File: src/rtl/serial_sub_pkg.sv
// Shared definitions for the bit-serial subtractor: FSM state encoding and
// the width of the board LED bus.
package serial_sub_pkg;

   localparam int unsigned LEDR_W = 10;

   typedef enum logic [1:0] {
      StIdle = 2'd0,
      StRun  = 2'd1,
      StDone = 2'd2
   } state_e;

endpackage

File: src/rtl/serial_subtractor_if.sv
// Handshake and data bundle for serial_subtractor.
// With SERIAL_SUB_ADD_MODE_EN defined the bundle also carries the Add select.
interface serial_subtractor_if
   import serial_sub_pkg::*;
#(
   parameter int unsigned WIDTH = 4
);
   logic              Start;
   logic [WIDTH-1:0]  X;
   logic [WIDTH-1:0]  Y;
   logic              Bin;
   logic              Busy;
   logic              Done;
   logic [WIDTH-1:0]  D;
   logic              Bout;
   logic              V;
   logic [LEDR_W-1:0] LEDR;
`ifdef SERIAL_SUB_ADD_MODE_EN
   logic              Add;

   modport master (output Start, X, Y, Bin, Add,
                   input  Busy, Done, D, Bout, V, LEDR);
   modport slave  (input  Start, X, Y, Bin, Add,
                   output Busy, Done, D, Bout, V, LEDR);
`else
   modport master (output Start, X, Y, Bin,
                   input  Busy, Done, D, Bout, V, LEDR);
   modport slave  (input  Start, X, Y, Bin,
                   output Busy, Done, D, Bout, V, LEDR);
`endif
endinterface

File: src/rtl/full_subtractor.sv
// One-bit full subtractor cell. With SERIAL_SUB_ADD_MODE_EN defined an add
// select turns it into a full adder (bout then carries carry-out).
module full_subtractor (
`ifdef SERIAL_SUB_ADD_MODE_EN
   input  logic add,
`endif
   input  logic a,
   input  logic b,
   input  logic bin,
   output logic d,
   output logic bout
);

   // Difference/sum bit is the same xor in both modes; only the borrow/carry differs.
   always_comb begin
      d = a ^ b ^ bin;
`ifdef SERIAL_SUB_ADD_MODE_EN
      if (add) begin
         bout = (a & b) | (a & bin) | (b & bin);
      end else begin
         bout = (~a & b) | (~(a ^ b) & bin);
      end
`else
      bout = (~a & b) | (~(a ^ b) & bin);
`endif
   end

endmodule

File: src/rtl/serial_subtractor.sv
// Bit-serial subtractor: D = X - Y - Bin, one bit per clock, LSB first.
// Optional SERIAL_SUB_ADD_MODE_EN adds an Add select (D = X + Y + Bin).
module serial_subtractor
   import serial_sub_pkg::*;
#(
   parameter int unsigned WIDTH = 4
) (
   input logic               Clock,
   input logic               Reset,
   serial_subtractor_if.slave bus
);

   localparam int unsigned CNT_W = $clog2(WIDTH + 1);
   localparam int unsigned EXT_W = LEDR_W + WIDTH + 1;

   state_e           state_q, state_d;
   logic [CNT_W-1:0] cnt_q, cnt_d;
   logic [WIDTH-1:0] a_q, a_d;
   logic [WIDTH-1:0] b_q, b_d;
   logic [WIDTH-1:0] r_q, r_d;
   logic             br_q, br_d;
   // Operand MSBs kept aside because A and B are shifted away during RUN.
   logic             x_msb_q, x_msb_d;
   logic             y_msb_q, y_msb_d;
   logic [WIDTH-1:0] res_q, res_d;
   logic             bout_q, bout_d;
   logic             v_q, v_d;
   logic             cell_d, cell_bout;
   logic             ovf_sub;
   logic [EXT_W-1:0] ledr_ext;
`ifdef SERIAL_SUB_ADD_MODE_EN
   logic             add_q, add_d;
   logic             ovf_add;
`endif

   full_subtractor u_cell (
`ifdef SERIAL_SUB_ADD_MODE_EN
      .add  (add_q),
`endif
      .a    (a_q[0]),
      .b    (b_q[0]),
      .bin  (br_q),
      .d    (cell_d),
      .bout (cell_bout)
   );

   // Overflow from the captured MSBs and the final (MSB) result bit.
   always_comb begin
      ovf_sub = (x_msb_q != y_msb_q) && (cell_d != x_msb_q);
`ifdef SERIAL_SUB_ADD_MODE_EN
      ovf_add = (x_msb_q == y_msb_q) && (cell_d != x_msb_q);
`endif
   end

   // FSM next state, operand capture, shifting and result load.
   always_comb begin
      state_d = state_q;
      cnt_d   = cnt_q;
      a_d     = a_q;
      b_d     = b_q;
      r_d     = r_q;
      br_d    = br_q;
      x_msb_d = x_msb_q;
      y_msb_d = y_msb_q;
      res_d   = res_q;
      bout_d  = bout_q;
      v_d     = v_q;
`ifdef SERIAL_SUB_ADD_MODE_EN
      add_d   = add_q;
`endif
      unique case (state_q)
         StIdle: begin
            if (bus.Start) begin
               a_d     = bus.X;
               b_d     = bus.Y;
               br_d    = bus.Bin;
               x_msb_d = bus.X[WIDTH-1];
               y_msb_d = bus.Y[WIDTH-1];
               r_d     = '0;
               cnt_d   = '0;
`ifdef SERIAL_SUB_ADD_MODE_EN
               add_d   = bus.Add;
`endif
               state_d = StRun;
            end
         end
         StRun: begin
            r_d   = {cell_d, r_q[WIDTH-1:1]};
            a_d   = a_q >> 1;
            b_d   = b_q >> 1;
            br_d  = cell_bout;
            cnt_d = cnt_q + CNT_W'(1);
            if (cnt_q == CNT_W'(WIDTH - 1)) begin
               res_d   = {cell_d, r_q[WIDTH-1:1]};
               bout_d  = cell_bout;
`ifdef SERIAL_SUB_ADD_MODE_EN
               v_d     = add_q ? ovf_add : ovf_sub;
`else
               v_d     = ovf_sub;
`endif
               state_d = StDone;
            end
         end
         StDone: begin
            state_d = StIdle;
         end
         default: begin
            state_d = StIdle;
         end
      endcase
   end

   // State registers with synchronous reset.
   always_ff @(posedge Clock) begin
      if (Reset) begin
         state_q <= StIdle;
         cnt_q   <= '0;
         a_q     <= '0;
         b_q     <= '0;
         r_q     <= '0;
         br_q    <= 1'b0;
         x_msb_q <= 1'b0;
         y_msb_q <= 1'b0;
         res_q   <= '0;
         bout_q  <= 1'b0;
         v_q     <= 1'b0;
`ifdef SERIAL_SUB_ADD_MODE_EN
         add_q   <= 1'b0;
`endif
      end else begin
         state_q <= state_d;
         cnt_q   <= cnt_d;
         a_q     <= a_d;
         b_q     <= b_d;
         r_q     <= r_d;
         br_q    <= br_d;
         x_msb_q <= x_msb_d;
         y_msb_q <= y_msb_d;
         res_q   <= res_d;
         bout_q  <= bout_d;
         v_q     <= v_d;
`ifdef SERIAL_SUB_ADD_MODE_EN
         add_q   <= add_d;
`endif
      end
   end

   // Outputs; LEDR shows {Bout, D} zero-extended, truncated when WIDTH >= LEDR_W.
   always_comb begin
      ledr_ext = EXT_W'({bout_q, res_q});
      bus.Busy = (state_q == StRun);
      bus.Done = (state_q == StDone);
      bus.D    = res_q;
      bus.Bout = bout_q;
      bus.V    = v_q;
      bus.LEDR = ledr_ext[LEDR_W-1:0];
   end

endmodule

File: src/flat_wrapper.sv
// flat-port wrapper written by rule: the top's interface ports become plain ports
module serial_subtractor_flat import serial_sub_pkg::*;
#(
   parameter int unsigned WIDTH = 4
)
  (Clock, Reset, bus_Start, bus_X, bus_Y, bus_Bin, bus_Busy, bus_Done, bus_D, bus_Bout, bus_V, bus_LEDR);
  serial_subtractor_if #(.WIDTH(WIDTH)) bus_i ();
  input logic Clock;
  input logic Reset;
  input wire logic [$bits(bus_i.Start)-1:0] bus_Start;
  input wire logic [$bits(bus_i.X)-1:0] bus_X;
  input wire logic [$bits(bus_i.Y)-1:0] bus_Y;
  input wire logic [$bits(bus_i.Bin)-1:0] bus_Bin;
  output wire logic [$bits(bus_i.Busy)-1:0] bus_Busy;
  output wire logic [$bits(bus_i.Done)-1:0] bus_Done;
  output wire logic [$bits(bus_i.D)-1:0] bus_D;
  output wire logic [$bits(bus_i.Bout)-1:0] bus_Bout;
  output wire logic [$bits(bus_i.V)-1:0] bus_V;
  output wire logic [$bits(bus_i.LEDR)-1:0] bus_LEDR;
  assign bus_i.Start = bus_Start;
  assign bus_i.X = bus_X;
  assign bus_i.Y = bus_Y;
  assign bus_i.Bin = bus_Bin;
  assign bus_Busy = bus_i.Busy;
  assign bus_Done = bus_i.Done;
  assign bus_D = bus_i.D;
  assign bus_Bout = bus_i.Bout;
  assign bus_V = bus_i.V;
  assign bus_LEDR = bus_i.LEDR;
  serial_subtractor #(.WIDTH(WIDTH)) u_core (.Clock(Clock), .Reset(Reset), .bus(bus_i));
endmodule
File: config.mk
export PLATFORM = sky130hd
export DESIGN_NAME = serial_subtractor_flat
export DESIGN_NICKNAME = d
export VERILOG_FILES = /design/src/rtl/serial_sub_pkg.sv /design/src/rtl/serial_subtractor_if.sv /design/src/rtl/full_subtractor.sv /design/src/rtl/serial_subtractor.sv /design/src/flat_wrapper.sv
export SDC_FILE = /design/constraint.sdc
export NUM_CORES = 1
export LEC_CHECK = 0
export ABC_CLOCK_PERIOD_IN_PS = 4500
export BUFFER_PORTS_ARGS = -buffer_cell sky130_fd_sc_hd__buf_4
export CORE_MARGIN = 3
export CORE_UTILIZATION = 35
export CTS_CLUSTER_SIZE = 20
export DETAILED_ROUTE_END_ITERATION = 10
export PLACE_DENSITY_LB_ADDON = 0.1
export SLEW_MARGIN = 5
export SYNTH_ARGS = -nofsm -noshare
export SYNTH_HDL_FRONTEND = slang
export SYNTH_HIERARCHICAL = 1
export SYNTH_SLANG_ARGS = --single-unit
File: constraint.sdc
create_clock -name Clock -period 4.5 [get_ports Clock]
set_clock_uncertainty 0.2 [all_clocks]
set_input_delay 0.9 -clock Clock [delete_from_list [all_inputs] [get_ports Clock]]
set_output_delay 0.9 -clock Clock [all_outputs]
set_load 0.05 [all_outputs]
==> impl_metrics.toml <==
[yosys]
synth_xor_xnor_area_share = 0
synth.top_cell.area_share = 0.412
synthMuxAreaShare = 0.0905
synth.distinct_cells = 28
async_reset_ff_frac = 0
synth_top_family_by_area = "compound AO/OA/AOI/OAI gates"
yosysMostFrequentCell = "dfxtp_1"
synth.avg_cell_area_um2 = 10.1
syn_area_um2 = 1220
synth-warning-count = 6
yosys_register_bits = 25
synth_area_leaders = "dfxtp_1, mux2i_1, a211oi_2, buf_4, nor2_1"
synthTopCellsByCount = "dfxtp_1, nor2_1, mux2i_1, buf_4, a211oi_2"
ys_seq_area_frac = 0.412
synth_edf_count = 0
synth_compound_area_frac = 0.169
syn_inst = 121
ys.flop_type = "dfxtp_1"
yosys.area.top_type = "dfxtp_1"
synth-adder-area-share = 0.0370
synthSimpleGateAreaFrac = 0.160

[timing]
fmax_ghz = 0.343
timing.final.crit_share = 0.649
rsz0062_at_grt = "false"
hold_viol = 0
finalSetupViolCount = 0
slew_headroom = 0.492
drv_slew = 0
tightestPinTransition_ps = 760
period_needed_ps = 2920
final.setup.tns_ps = 0
whs_ps = 285

[floorplanning]
core_area_um2 = 3180
rows = 20
start_util = 0.383
ios = 30
die_area_um2 = 4220
die_x_um = 64.9
die_y_um = 64.9

[setup_path]
cp_cell_sequence = "nor2b_4 -> buf_4"
cp_data_required_time_ps = 3400
worstPathArrival_ps = 1820
worstSetupPathType = "reg2out"
cpPeakStageDelay_ps = 840
critPathMaxFanout = 14
slowest_stage = "dfxtp_1"
cp-start-kind = "flop"
cp-end-kind = "output port"

[clock_tree]
cts_sinks = 25
cts_tree = "built"
root_buffer = "clkbuf_4"
post_cts_buffers = 0
ctsResizeCount = 0
insertion_delay_ps = 310
clockBufferDepth = 2
htree_num_levels = 1
cts_hold_buf = 0
cts_buffers = 3
path_clk_slew_ps = 130

[routing]
maxUsedRoutingLayer = "met4"
wl_um = 2110
drt_first_pass_iters = 4
drt_iter0_drc = 36
wl_met3_um = 147
drt-vias-per-instance = 4.59
wl_met2_um = 874
wl_met1_um = 1070
vias = 827
drtAntennaViolNets = 0
drc_errors = 0
wire_per_inst_um = 11.7

[placement]
placed_cells = 176
dp_hpwl_um = 1540
place.gp.congestion = 0.706
port-buffer-count = 24

[run]
cap_violations = 0

[layout]
stdcell_count = 180
diodes = 0
final_nets = 152
drive_gt1_frac = 0.309
areaGrowthSynthToFinish_pct = 11.7

[power]
powerDensity_nw_per_um2 = 302
power.leakage_nw = 0.601
ir_drop_uv = 109

[global_routing]
track_usage = 0.108
grt_max_degree = 26
grt-ovfl-total = 0
antenna_found_initial = 0
grt_pass1_wl_um = 3440
grt_pass1_vias = 773

[hold_path]
hp-class = "reg2reg"

[run_status]
status = "finished, final reports clean"
[kinds of logic (layout without fill, tap and decap cells)]
group	count (synthesis)	count (layout)
other	1	5
adder cells (fa/ha/maj)	3	3
flip-flops	25	25
multiplexers	11	11
AO/OA/AOI/OAI	22	22
buffers and inverters	23	34
AND/OR/NAND/NOR	36	36
[state kept, by name (all words and copies together) (netlist names)]
signal / flops
u_core/a_q: 4
u_core/b_q: 4
u_core/br_q: 1
u_core/bus.Bout: 1
u_core/bus.D: 4
u_core/bus.V: 1
u_core/cnt_q: 3
u_core/r_q: 3
u_core/state_q: 2
u_core/x_msb_q: 1
u_core/y_msb_q: 1
[cell usage in the layout, fill, tap and decap left out, types with 2 or more instances in the layout]
| cell type | count |
|---|---|
| nor2_1 | 17 |
| a21oi_1 | 5 |
| conb_1 | 5 |
| nand3_1 | 4 |
| mux2i_1 | 11 |
| buf_4 | 24 |
| inv_1 | 6 |
| ha_1 | 2 |
| nor2_2 | 2 |
| dfxtp_1 | 25 |
| clkbuf_4 | 3 |
| a22oi_1 | 7 |
| nor3_1 | 3 |
| a211oi_2 | 8 |
| nand2_1 | 4 |
[stage by stage]
stage | util | total power [mW] | setup WS, ps | cell area (um^2)
2_1_floorplan | - | 0.308 | 2180 | 1230
3_3_place_gp | 0.419 | 0.317 | 1950 | 1330
3_5_place_dp | 0.419 | 0.318 | 1910 | 1330
4_1_cts | 0.428 | 0.420 | 1530 | 1360
5_1_grt | 0.428 | 0.437 | 1450 | 1360
6_report | 0.428 | 0.410 | 1580 | 1360
[worst max-delay path: cells and delay by family (launching register included)]
kind	cells	cell delay, ps
and+or+nand+nor	1	410
DFF	1	840
buffers and inverters	1	250
[final timing paths]
| path | from | endpoint | cells after the start | slack [ps] |
|---|---|---|---|---|
| hold / removal | u_core/bus.Bout | u_core/bus.Bout | 2 | 280 |
| setup / recovery | u_core/state_q[0] | bus_Busy | 2 | 1580 |
| setup reg to reg | u_core/state_q[0] | u_core/a_q[1] | 3 | 2700 |
| hold reg to reg | u_core/bus.Bout | u_core/bus.Bout | 2 | 280 |
[cell type report]
cell class	instances	area, um^2
fillers	339	1820
multi-input cells	77	574
flip-flops and latches	25	500
repair buffers	24	180
well taps	44	55.1
clock buffers	4	26.3
inverters	6	22.5
[where the power goes]
part	leakage (nW)	internal [mW]	switching, mW	total [mW]
combinational	0.381	0.0287	0.0416	0.0703
clock	0.0150	0.0346	0.0626	0.0972
sequential	0.204	0.232	0.0104	0.242
total	0.601	0.295	0.115	0.410
[routing by layer]
| metal | global-route usage | vias up |
|---|---|---|
| li1 | - | 436 |
| met1 | 0.146 | 366 |
| met2 | 0.156 | 23 |
| met3 | 0.0329 | 2 |
| met4 | 0.0475 | 0 |
| met5 | 0 | - |
No activity file was read; power rests on OpenSTA's default activity.
